[config.mk]
export PLATFORM = sky130hd
export DESIGN_NAME = keypad_time_entry
export DESIGN_NICKNAME = d
export VERILOG_FILES = /design/src/rtl/keypad_time_entry_pkg.sv /design/src/rtl/keypad_time_entry_bcd_time_check.sv /design/src/rtl/keypad_time_entry.sv
export SDC_FILE = /design/constraint.sdc
export NUM_CORES = 1
export LEC_CHECK = 0
export CAP_MARGIN = 25
export CORE_MARGIN = 3
export CORE_UTILIZATION = 35
export CTS_BUF_LIST = sky130_fd_sc_hd__clkbuf_8
export DETAILED_ROUTE_END_ITERATION = 10
export HOLD_SLACK_MARGIN = 0.06
export MAX_ROUTING_LAYER = met4
export PLACE_DENSITY_LB_ADDON = 0.2
export SYNTH_ARGS = -nofsm -noshare
export SYNTH_HDL_FRONTEND = slang
export SYNTH_HIERARCHICAL = 1
export SYNTH_SLANG_ARGS = --single-unit
[constraint.sdc]
create_clock -name clock -period 3.4 [get_ports clock]
set_input_delay 0.68 -clock clock [delete_from_list [all_inputs] [get_ports clock]]
set_output_delay 0.68 -clock clock [all_outputs]
set_load 0.05 [all_outputs]
[src/rtl/keypad_time_entry_pkg.sv]
// Shared key codes, FSM encoding and entry bundle for the keypad time entry path.
package keypad_time_entry_pkg;

   typedef enum logic [1:0] {
      IDLE  = 2'd0,
      ENTRY = 2'd1,
      LOAD  = 2'd2
   } state_t;

   typedef struct packed {
      logic [3:0] ms_hr;
      logic [3:0] ls_hr;
      logic [3:0] ms_min;
      logic [3:0] ls_min;
   } entry_t;

   localparam logic [3:0] KEY_ALARM = 4'hA;
   localparam logic [3:0] KEY_TIME  = 4'hB;
   localparam logic [3:0] KEY_CLEAR = 4'hC;

   localparam int TIMEOUT_CYCLES_DEF = 2560;
   localparam int DIG_CNT_W          = 3;

   function automatic logic is_digit(input logic [3:0] k);
      return k <= 4'd9;
   endfunction

endpackage

[src/rtl/keypad_time_entry_bcd_time_check.sv]
// Combinational HH:MM check of a 4-digit BCD entry.
module bcd_time_check
   import keypad_time_entry_pkg::*;
(
   input  logic [3:0]           ms_hr,
   input  logic [3:0]           ls_hr,
   input  logic [3:0]           ms_min,
   input  logic [3:0]           ls_min,
   input  logic [DIG_CNT_W-1:0] count,
   output logic                 valid
);

   logic [3:0] hr_lim;

   // 20..23 is the only decade where the units digit is limited
   assign hr_lim = (ms_hr == 4'd2) ? 4'd3 : 4'd9;

   assign valid = (count == DIG_CNT_W'(4))
                & (ms_hr  <= 4'd2)
                & (ls_hr  <= hr_lim)
                & (ms_min <= 4'd5)
                & (ls_min <= 4'd9);

endmodule

[src/rtl/keypad_time_entry.sv]
// Keypad to HH:MM entry: edge detect, shift-in digits, load/error strobes, idle timeout.
module keypad_time_entry
   import keypad_time_entry_pkg::*;
#(
   parameter int TIMEOUT_CYCLES = TIMEOUT_CYCLES_DEF,
   parameter int CNT_W          = 12
) (
   input  logic       clock,
   input  logic       reset_n,
   input  logic       key_valid,
   input  logic [3:0] key,
   output logic [3:0] key_ms_hr,
   output logic [3:0] key_ls_hr,
   output logic [3:0] key_ms_min,
   output logic [3:0] key_ls_min,
   output logic       show_new_time,
   output logic       load_new_alarm,
   output logic       load_new_time,
   output logic       entry_error
);

   localparam logic [CNT_W-1:0] TMO_LAST = CNT_W'(TIMEOUT_CYCLES - 1);

   state_t               state;
   entry_t               ent;
   entry_t               shifted;
   logic [DIG_CNT_W-1:0] count;
   logic [DIG_CNT_W-1:0] count_inc;
   logic [CNT_W-1:0]     tcnt;
   logic                 key_valid_q;
   logic                 press;
   logic                 is_dig;
   logic                 is_load;
   logic                 valid;

   assign press     = key_valid & ~key_valid_q;
   assign is_dig    = is_digit(key);
   assign is_load   = (key == KEY_ALARM) | (key == KEY_TIME);
   assign shifted   = {ent.ls_hr, ent.ms_min, ent.ls_min, key};
   assign count_inc = (count == DIG_CNT_W'(4)) ? count : count + 1'b1;

   assign key_ms_hr  = ent.ms_hr;
   assign key_ls_hr  = ent.ls_hr;
   assign key_ms_min = ent.ms_min;
   assign key_ls_min = ent.ls_min;

   bcd_time_check u_chk (
      .ms_hr  (ent.ms_hr),
      .ls_hr  (ent.ls_hr),
      .ms_min (ent.ms_min),
      .ls_min (ent.ls_min),
      .count  (count),
      .valid  (valid)
   );

   always_ff @(posedge clock or negedge reset_n) begin
      if (!reset_n) begin
         state          <= IDLE;
         ent            <= '0;
         count          <= '0;
         tcnt           <= '0;
         key_valid_q    <= 1'b0;
         show_new_time  <= 1'b0;
         load_new_alarm <= 1'b0;
         load_new_time  <= 1'b0;
         entry_error    <= 1'b0;
      end else begin
         key_valid_q    <= key_valid;
         load_new_alarm <= 1'b0;
         load_new_time  <= 1'b0;
         entry_error    <= 1'b0;
         unique case (state)
            IDLE: begin
               tcnt <= '0;
               if (press && is_dig) begin
                  ent           <= shifted;
                  count         <= count_inc;
                  state         <= ENTRY;
                  show_new_time <= 1'b1;
               end else if (press && is_load) begin
                  entry_error <= 1'b1;
               end
            end
            ENTRY: begin
               // a press always beats a timeout landing on the same edge
               if (press && is_dig) begin
                  ent   <= shifted;
                  count <= count_inc;
                  tcnt  <= '0;
               end else if (press && is_load && valid) begin
                  load_new_alarm <= (key == KEY_ALARM);
                  load_new_time  <= (key == KEY_TIME);
                  tcnt           <= '0;
                  state          <= LOAD;
               end else if (press && (is_load || key == KEY_CLEAR)) begin
                  entry_error   <= is_load;
                  ent           <= '0;
                  count         <= '0;
                  tcnt          <= '0;
                  state         <= IDLE;
                  show_new_time <= 1'b0;
               end else if (tcnt == TMO_LAST) begin
                  ent           <= '0;
                  count         <= '0;
                  tcnt          <= '0;
                  state         <= IDLE;
                  show_new_time <= 1'b0;
               end else begin
                  tcnt <= tcnt + 1'b1;
               end
            end
            LOAD: begin
               ent           <= '0;
               count         <= '0;
               tcnt          <= '0;
               state         <= IDLE;
               show_new_time <= 1'b0;
            end
            default: state <= IDLE;
         endcase
      end
   end

endmodule

==> flow_summary.toml, run 1 <==
[worst_setup_path]
cp_slowest_cell = "or4b_1"
critPathRequiredTime_ps = 3580
crit_start = "key_ms_min[3]"
path_cells = "or4b_1 > a2111oi_0 > and3_1 > nand2_1 > or3_1 > o211ai_2 > buf_4 > nor3b_1 > a2bb2oi_1"
cp_top_family = "simple AND/OR/NAND/NOR gates"
path_class = "flop to flop"
cp-end-kind = "flop"
cp.buffers_inverters = 1
arrival_ps = 3020
r2r_setup_slack_ps = 560
critPathMaxFanout = 13
ff2ff_path_depth = 9
max_stage_delay_ps = 510
rr_endpoint = "count[2]"
startpoint_type = "flop"
r2r-start = "key_ms_min[3]"

[yosys]
synth.area.top_cells = "dfrtp_1, o21ai_0, o31ai_1"
synthFlopType = "dfrtp_1"
synth_warnings = 6
avgSynthCellArea_um2 = 9.28
ys_ff_latch = 38
syn-num-nets = 232
synth_enable_flop_cells = 0
yosysTopAreaCellShare_pct = 47.0
yosys.area.top_type = "dfrtp_1"
synthTopCellsByCount = "dfrtp_1, o21ai_0, nand2_1"
netlist_area_mm2 = 0.00202
synth.most_common_cell = "dfrtp_1"
synthArstFlopShare_pct = 100
synth_cells = 218
synthDistinctLibCells = 43
synth_seq_area_share_pct = 47.0

[pwr]
sequentialPowerShare_pct = 33.7
vdd_drop_max_mv = 0.496
p_leak_nw = 1.02
p_total_mw = 1.98
p_per_area_mw_per_mm2 = 813
p_clk_share_pct = 15.9
p_sw_mw = 0.918
internal_power_mw = 1.06
p_comb_share_pct = 50.5
swShare_pct = 46.4

[finish]
multi_input_area_um2 = 985
area_growth_pct = 20.4
layout.cells.non_filler = 317
drive_gt1_share_pct = 7.35
num-fill-cells = 558
utilization_pct = 44.0
seq_area_um2 = 951
finish.net_count = 258
n_antenna_cell = 0

[routing]
first_pass_iters = 4
via_per_inst = 5.29
drt_wl_total_um = 4570
drc_errors = 0
vias = 1676
ant_nets = 0
wl_per_cell_um = 14.4
drtIter0Drc = 141

[clock_tree]
clk_latency_ps = 290
cts_tree = "done"
postCtsResizedCells = 0
postCtsSetupRepairBufs = 0
clockBufferDepth = 2
clk_pin_slew_ps = 80
clock_sinks = 38
numCtsBuffers = 5
htree_levels = 2
cts_hold_buf = 0
cts-root-buf = "clkbuf_8"

[global_routing]
grt_start_max_net_pins = 39
grt_pass1_vias = 1584
grt_usage_pct = 15.4
antenna_found_initial = 0
grt-ovfl-total = 0
grt_pass1_wl_um = 7780

[die]
dieHeight_um = 82.0
rows = 27
dieArea_mm2 = 0.00673
coreArea_mm2 = 0.00554
die_w_um = 82.0
start_util_pct = 36.5
ios = 27

[sta]
clock.fmax_ghz = 0.353
fin_skew_ps = 7.17
post-route-period-util_pct = 83.4
max_slew_margin_pct = 42.4
finalSetupViolCount = 0
fin_tns_setup_ps = 0
fin_crit_ps = 2840
whs_ps = 497
tightest_slew_ps = 865
hold_viol_final = 0
maxSlewViolCount = 0
rsz0062_at_grt = "false"

[min_path]
hp-class = "input port to asynchronous set/reset pin"

[outcome]
status = "finished, final reports clean"

[run]
max_cap_violations = 0

[placement]
dp_hpwl_um = 3140
io_buffer_count = 26
gp_congestion = 0.818
dp_cells = 309
[placed cells by master, fill, tap and decap left out, types with 6 or more instances in the layout]
| cell | count |
|---|---|
| a21oi_1 | 8 |
| o21ai_0 | 31 |
| clkbuf_8 | 6 |
| nor2_1 | 10 |
| ha_1 | 7 |
| clkdlybuf4s50_1 | 25 |
| dfrtp_1 | 38 |
| o31ai_1 | 17 |
| nand2_1 | 31 |
| inv_1 | 10 |
[worst reg2reg max path: stages, from the launching register on]
cell	delay [ps]
dfrtp_1	410
or4b_1	510
a2111oi_0	380
and3_1	270
nand2_1	80
or3_1	370
o211ai_2	220
buf_4	280
nor3b_1	70
a2bb2oi_1	140
[per-stage QoR]
stage	instance area [µm²]	setup slack (ps)
floorplan	2020	730
finish	2440	563
global route	2440	294
detailed placement	2340	455
CTS	2440	533
global placement	2340	527
[worst max-delay path by stage]
| stage | endpoint | slack [ps] | cells after the start |
|---|---|---|---|
| 2_1_floorplan | key_ls_hr[3] | 730 | 9 |
| 3_5_place_dp | tcnt[5] | 460 | 6 |
| 6_report | count[2] | 560 | 9 |
| 3_3_place_gp | tcnt[5] | 530 | 6 |
| 4_1_cts | count[2] | 530 | 9 |
| 5_1_grt | count[2] | 290 | 9 |
[logic make-up after synthesis]
kind of cell	synth area share [%]
buffers and inverters	4.45
AO/OA/AOI/OAI	25.4
multiplexers	1.48
AND/OR/NAND/NOR	16.9
adder cells (fa/ha/maj)	4.33
XOR/XNOR	0.433
flip-flops	47.0
[state kept, by name, indices dropped and copies added (netlist names), 2 cells and up]
register,count
tcnt,12
key_ls_hr,4
key_ls_min,4
key_ms_hr,4
key_ms_min,4
count,3
state,2
[cell type report]
cell class,instances,share of cell area [%]
clock inverter,2,0.360
timing repair buffer,30,11.7
inverter,9,1.39
clock buffer,6,3.39
sequential,38,39.0
tap,72,3.70
multi-input combinational,160,40.4
[routing by layer]
metal,up-vias,part of all wire [%],track usage [%],wire [µm]
met5,-,0,-,0
li1,849,-,-,-
met2,32,43,20.5,1940
met3,7,3.7,3.73,169
met4,0,2.0,5.15,91
met1,788,52,22.5,2360
[power groups by stage]
stage          Sequential (mW)  Clock [mW]  Combinational [mW]
2_1_floorplan            0.931           0               0.445
3_3_place_gp             0.677           0               0.994
3_5_place_dp             0.676           0                1.01
4_1_cts                  0.669       0.324                1.01
5_1_grt                  0.685       0.345                1.09
6_report                 0.667       0.314               0.999
Note: power is estimated with default switching activity, not from simulation.
==> inputs of run 2 (changes only) <==
- clock period: 3.4 -> 2.4 ns (I/O delays scaled with it)
==> run 2 against run 1 <==
Against the previous run: the flow now finishes with violations (negative setup slack); utilization increased by 4.0 points; non-clock buffer count increased by 18; critical path depth unchanged; maximum frequency increased by 16%; critical path type unchanged; critical endpoint is now key_ls_min[3].
==> flow_summary.toml, run 2 (synthesis gave the netlist of run 1 again) <==
[outcome]
status = "complete, but fails checks"
failed_checks = "negative setup slack"

[routing]
vias = 1776
ant_nets = 0
drt_wl_total_um = 4790
wl_per_cell_um = 14.3
drc_errors = 0
first_pass_iters = 4
via_per_inst = 5.32
drtIter0Drc = 79

[pwr]
vdd_drop_max_mv = 0.553
p_leak_nw = 1.12
p_total_mw = 3.07
p_per_area_mw_per_mm2 = 1150

[clock_tree]
numCtsBuffers = 5
clk_latency_ps = 280
clock_sinks = 38
cts_tree = "done"
clk_pin_slew_ps = 70
clockBufferDepth = 2
cts-root-buf = "clkbuf_8"
cts_hold_buf = 0
htree_levels = 2

[die]
dieArea_mm2 = 0.00673
ios = 27
coreArea_mm2 = 0.00554
start_util_pct = 36.5
rows = 27
die_w_um = 82.0
dieHeight_um = 82.0

[finish]
area_growth_pct = 31.3
finish.net_count = 276
top_register = "tcnt"
layout.cells.most_common_list = "dfrtp_1, nand2_1, o21ai_0"
mostFrequentLayoutCell = "dfrtp_1"
layout.cells.non_filler = 334
largest_register_ffs = 12
n_antenna_cell = 0
drive_gt1_share_pct = 17.2

[sta]
whs_ps = 154
hold_viol_final = 0
tightest_slew_ps = 504
max_slew_margin_pct = 66.3
post-route-period-util_pct = 102
finalSetupViolCount = 9
fin_crit_ps = 2450
clock.fmax_ghz = 0.408
fin_skew_ps = 6.08
setup_slack_ps = -52.1
rsz0062_at_grt = "true"
maxSlewViolCount = 0
fin_tns_setup_ps = -168

[worst_setup_path]
cp-endpoint = "key_ls_min[3]"
critPathRequiredTime_ps = 2590
critPathMaxFanout = 10
ff2ff_path_depth = 9
cp-end-kind = "flop"
arrival_ps = 2640
startpoint_type = "flop"
path_cells = "or4b_4 > a2111oi_4 > and3_4 > nand2_2 > or3_4 > o211ai_4 > clkbuf_16 > o21ai_0 > o31ai_1"
cp_slowest_cell = "or4b_4"
r2r_setup_slack_ps = -50
crit_start = "key_ms_hr[2]"
path_class = "flop to flop"
max_stage_delay_ps = 540
r2r-start = "key_ms_hr[2]"
rr_endpoint = "key_ls_min[3]"

[placement]
dp_hpwl_um = 3430
io_buffer_count = 26
gp_congestion = 0.791
dp_cells = 324
dp_slack_ps = -43.9

[min_path]
hp-class = "input port to asynchronous set/reset pin"

[global_routing]
grt_usage_pct = 15.9
grt-ovfl-total = 0
grt_start_max_net_pins = 37
grt_pass1_wl_um = 7970
antenna_found_initial = 0
grt_pass1_vias = 1656

[run]
max_cap_violations = 0
==> run 2: cell types whose count changed in the layout (fill, tap and decap cells not counted), sizes merged <==
cell / delta
buf: +17
inv: -1
clkinv: +1
==> run 2: power breakdown <==
group          internal (mW)  switching (mW)
clock                  0.195           0.210
combinational          0.671            1.03
sequential             0.804           0.159
total                   1.67            1.40
==> run 2: what timing repair did <==
item | 4_1_cts | 5_1_grt
gates resized for setup | 2 | 10
endpoints found under the hold margin | 0 | 0
pin swaps | 0 | 1
buffers inserted | 0 | 1
gates cloned | 0 | 2
setup endpoints to repair | 10 | 20
==> run 2: cell type report <==
type / count / area [µm²]
fill: 556 / 2880
multi-input combinational: 160 / 1030
sequential: 38 / 955
timing repair buffer: 48 / 467
tap: 72 / 90.1
clock buffer: 5 / 68.8
inverter: 9 / 33.8
clock inverter: 2 / 10.0
==> run 2: routing by layer <==
metal | part of all wire, % | track usage, % | vias to the layer above
met2 | 44 | 22.5 | 26
met5 | 0 | - | -
met4 | 1.5 | 6.81 | 0
li1 | - | - | 889
met1 | 52 | 22.4 | 855
met3 | 2.3 | 2.41 | 6
==> run 2: worst min path at each step <==
stage               cells after the start  slack (ps)       end
floorplan                               0         180  count[0]
global placement                        1         480   tcnt[9]
detailed placement                      1         470   tcnt[9]
CTS                                     1         160   tcnt[3]
global route                            1         170   tcnt[9]
finish                                  1         150   tcnt[9]
==> run 2: worst max-delay path: cells and delay by family, from the launching register on <==
family	cells	cell delay [ps]
compound gates	4	530
buf+inv	1	230
flops	1	400
simple gates	4	1200
==> run 2: metrics by stage <==
stage / utilization, % / instance area [µm²]
finish: 47.9 / 2660
global route: 47.9 / 2660
floorplan: - / 2060
global placement: 45.1 / 2500
CTS: 46.7 / 2580
detailed placement: 45.1 / 2500
==> inputs of run 3 (changes only) <==
- CORE_MARGIN: 3 -> default
- CORE_UTILIZATION: 35 -> 40
- CTS_BUF_LIST: sky130_fd_sc_hd__clkbuf_8 -> sky130_fd_sc_hd__clkbuf_16
==> run 3 against run 2 <==
Against the previous run: the flow still finishes with violations (negative setup slack); first-iteration DRC count rose by 120%; final cell count rose by 0.90%; register-to-register slack improved by 20 ps; sequential share of layout area down 1.4 points; non-clock buffer count is 6 higher; critical path depth did not move; combinational power increased by 4%; global-route usage rose by 3.7 points; routed wire length grew 0.19%.
==> flow_summary.toml, run 3 (synthesis gave the netlist of run 1 again) <==
[clock_tree]
cts-root-buf = "clkbuf_16"
cts_tree = "done"
htree_levels = 2
numCtsBuffers = 5
clk_pin_slew_ps = 60
clk_latency_ps = 280
clockBufferDepth = 2
clock_sinks = 38

[placement]
io_buffer_count = 26
gp_congestion = 0.863
dp_hpwl_um = 3270
dp_cells = 321
dp_slack_ps = -20.3

[routing]
first_pass_iters = 4
drc_errors = 0
drt_wl_total_um = 4800
vias = 1784
drtIter0Drc = 172
ant_nets = 0
wl_per_cell_um = 14.2
via_per_inst = 5.29

[die]
dieArea_mm2 = 0.00535
coreArea_mm2 = 0.00479
die_w_um = 73.1
ios = 27
dieHeight_um = 73.1
start_util_pct = 42.3
rows = 25

[pwr]
p_per_area_mw_per_mm2 = 1200
swShare_pct = 43.0
p_comb_share_pct = 52.8
sequentialPowerShare_pct = 28.8
p_sw_mw = 1.43
vdd_drop_max_mv = 0.598
p_clk_share_pct = 18.3
internal_power_mw = 1.90
p_leak_nw = 1.19

[finish]
n_antenna_cell = 0
mostFrequentLayoutCell = "dfrtp_1"
area_growth_pct = 36.5
top_register = "tcnt"
layout.cells.most_common_list = "dfrtp_1, nand2_1, o21ai_0"
largest_register_ffs = 12
drive_gt1_share_pct = 17.4
finish.net_count = 283
layout.cells.non_filler = 337

[sta]
clock.fmax_ghz = 0.411
finalSetupViolCount = 7
maxSlewViolCount = 0
hold_viol_final = 0
setup_slack_ps = -35.1
max_slew_margin_pct = 64.9
post-route-period-util_pct = 101
rsz0062_at_grt = "true"
tightest_slew_ps = 526
fin_skew_ps = 5.39
fin_crit_ps = 2440

[worst_setup_path]
path_cells = "or4b_4 > a2111oi_4 > and3_1 > nand2_1 > or3_4 > o211ai_4 > buf_4 > nor3b_1 > a2bb2oi_1"
cp_slowest_cell = "or4b_4"
cp_top_family = "simple AND/OR/NAND/NOR gates"
cp-end-kind = "flop"
startpoint_type = "flop"
arrival_ps = 2600
cp.buffers_inverters = 1
path_class = "flop to flop"
critPathMaxFanout = 5
max_stage_delay_ps = 540
r2r-start = "key_ms_hr[2]"
critPathRequiredTime_ps = 2560
crit_start = "key_ms_hr[2]"

[global_routing]
grt_start_max_net_pins = 37
grt_pass1_vias = 1632
grt-ovfl-total = 0
antenna_found_initial = 0
grt_usage_pct = 19.6
grt_pass1_wl_um = 7710

[outcome]
failed_checks = "negative setup slack"
status = "complete, but fails checks"

[run]
max_cap_violations = 0

[min_path]
hp-class = "input port to asynchronous set/reset pin"
==> run 3: cell count changes in the layout (fill, tap and decap cells not counted), moves of 2 or more <==
cell / change
buf_4: +5
clkbuf_16: +6
clkbuf_8: -5
clkinv_2: -2
inv_1: +3
o21ai_0: -2
o21ai_1: +2
==> run 3: per-stage QoR <==
| stage | area [µm²] | utilization [%] | power (mW) | hold slack, ps | setup TNS (ps) |
|---|---|---|---|---|---|
| global placement | 2500 | 52.2 | 2.50 | 488 | -21.8 |
| detailed placement | 2500 | 52.2 | 2.51 | 492 | -93.1 |
| finish | 2760 | 57.7 | 3.32 | 174 | -69.5 |
| CTS | 2650 | 55.4 | 3.16 | 194 | 0 |
| floorplan | 2060 | - | 1.99 | 184 | -272 |
| global route | 2760 | 57.7 | 3.52 | 226 | -2310 |
==> run 3: final timing paths <==
| check | to | slack (ps) | depth (start not counted) |
|---|---|---|---|
| setup / recovery | count[2] | -40 | 9 |
| hold reg to reg | tcnt[8] | 520 | 1 |
| max in group asynchronous | tcnt[2] | 1620 | 2 |
| hold / removal | key_ms_hr[3] | 170 | 1 |
| min in group clock | tcnt[8] | 520 | 1 |
| setup reg to reg | count[2] | -40 | 9 |
==> run 3: cell type report <==
| cell class | count | area (µm²) |
|---|---|---|
| clock buffer | 5 | 125 |
| clock inverter | 3 | 11.3 |
| fill | 415 | 2020 |
| inverter | 9 | 33.8 |
| multi-input combinational | 161 | 1030 |
| sequential | 38 | 955 |
| tap | 67 | 83.8 |
| timing repair buffer | 54 | 520 |
==> run 3: per-layer routing <==
layer  up-vias  wire (µm)  global-route usage, %
met3         5        183                   3.59
li1        905          -                      -
met5         -          0                      -
met2        33       2070                   26.5
met1       841       2500                   28.7
met4         0         48                   7.63
==> run 3: power groups by stage <==
stage | Sequential, mW | Combinational [mW] | Clock [mW]
floorplan | 1.32 | 0.664 | 0
global placement | 0.951 | 1.55 | 0
detailed placement | 0.953 | 1.56 | 0
CTS | 0.947 | 1.59 | 0.621
global route | 0.986 | 1.89 | 0.643
finish | 0.959 | 1.76 | 0.609
==> run 3: timing repair <==
action	in CTS	in global routing
pin swaps	1	1
hold buffers	0	0
setup endpoints to repair	10	20
gates cloned	0	4
buffers inserted	1	3
resized for setup	2	7
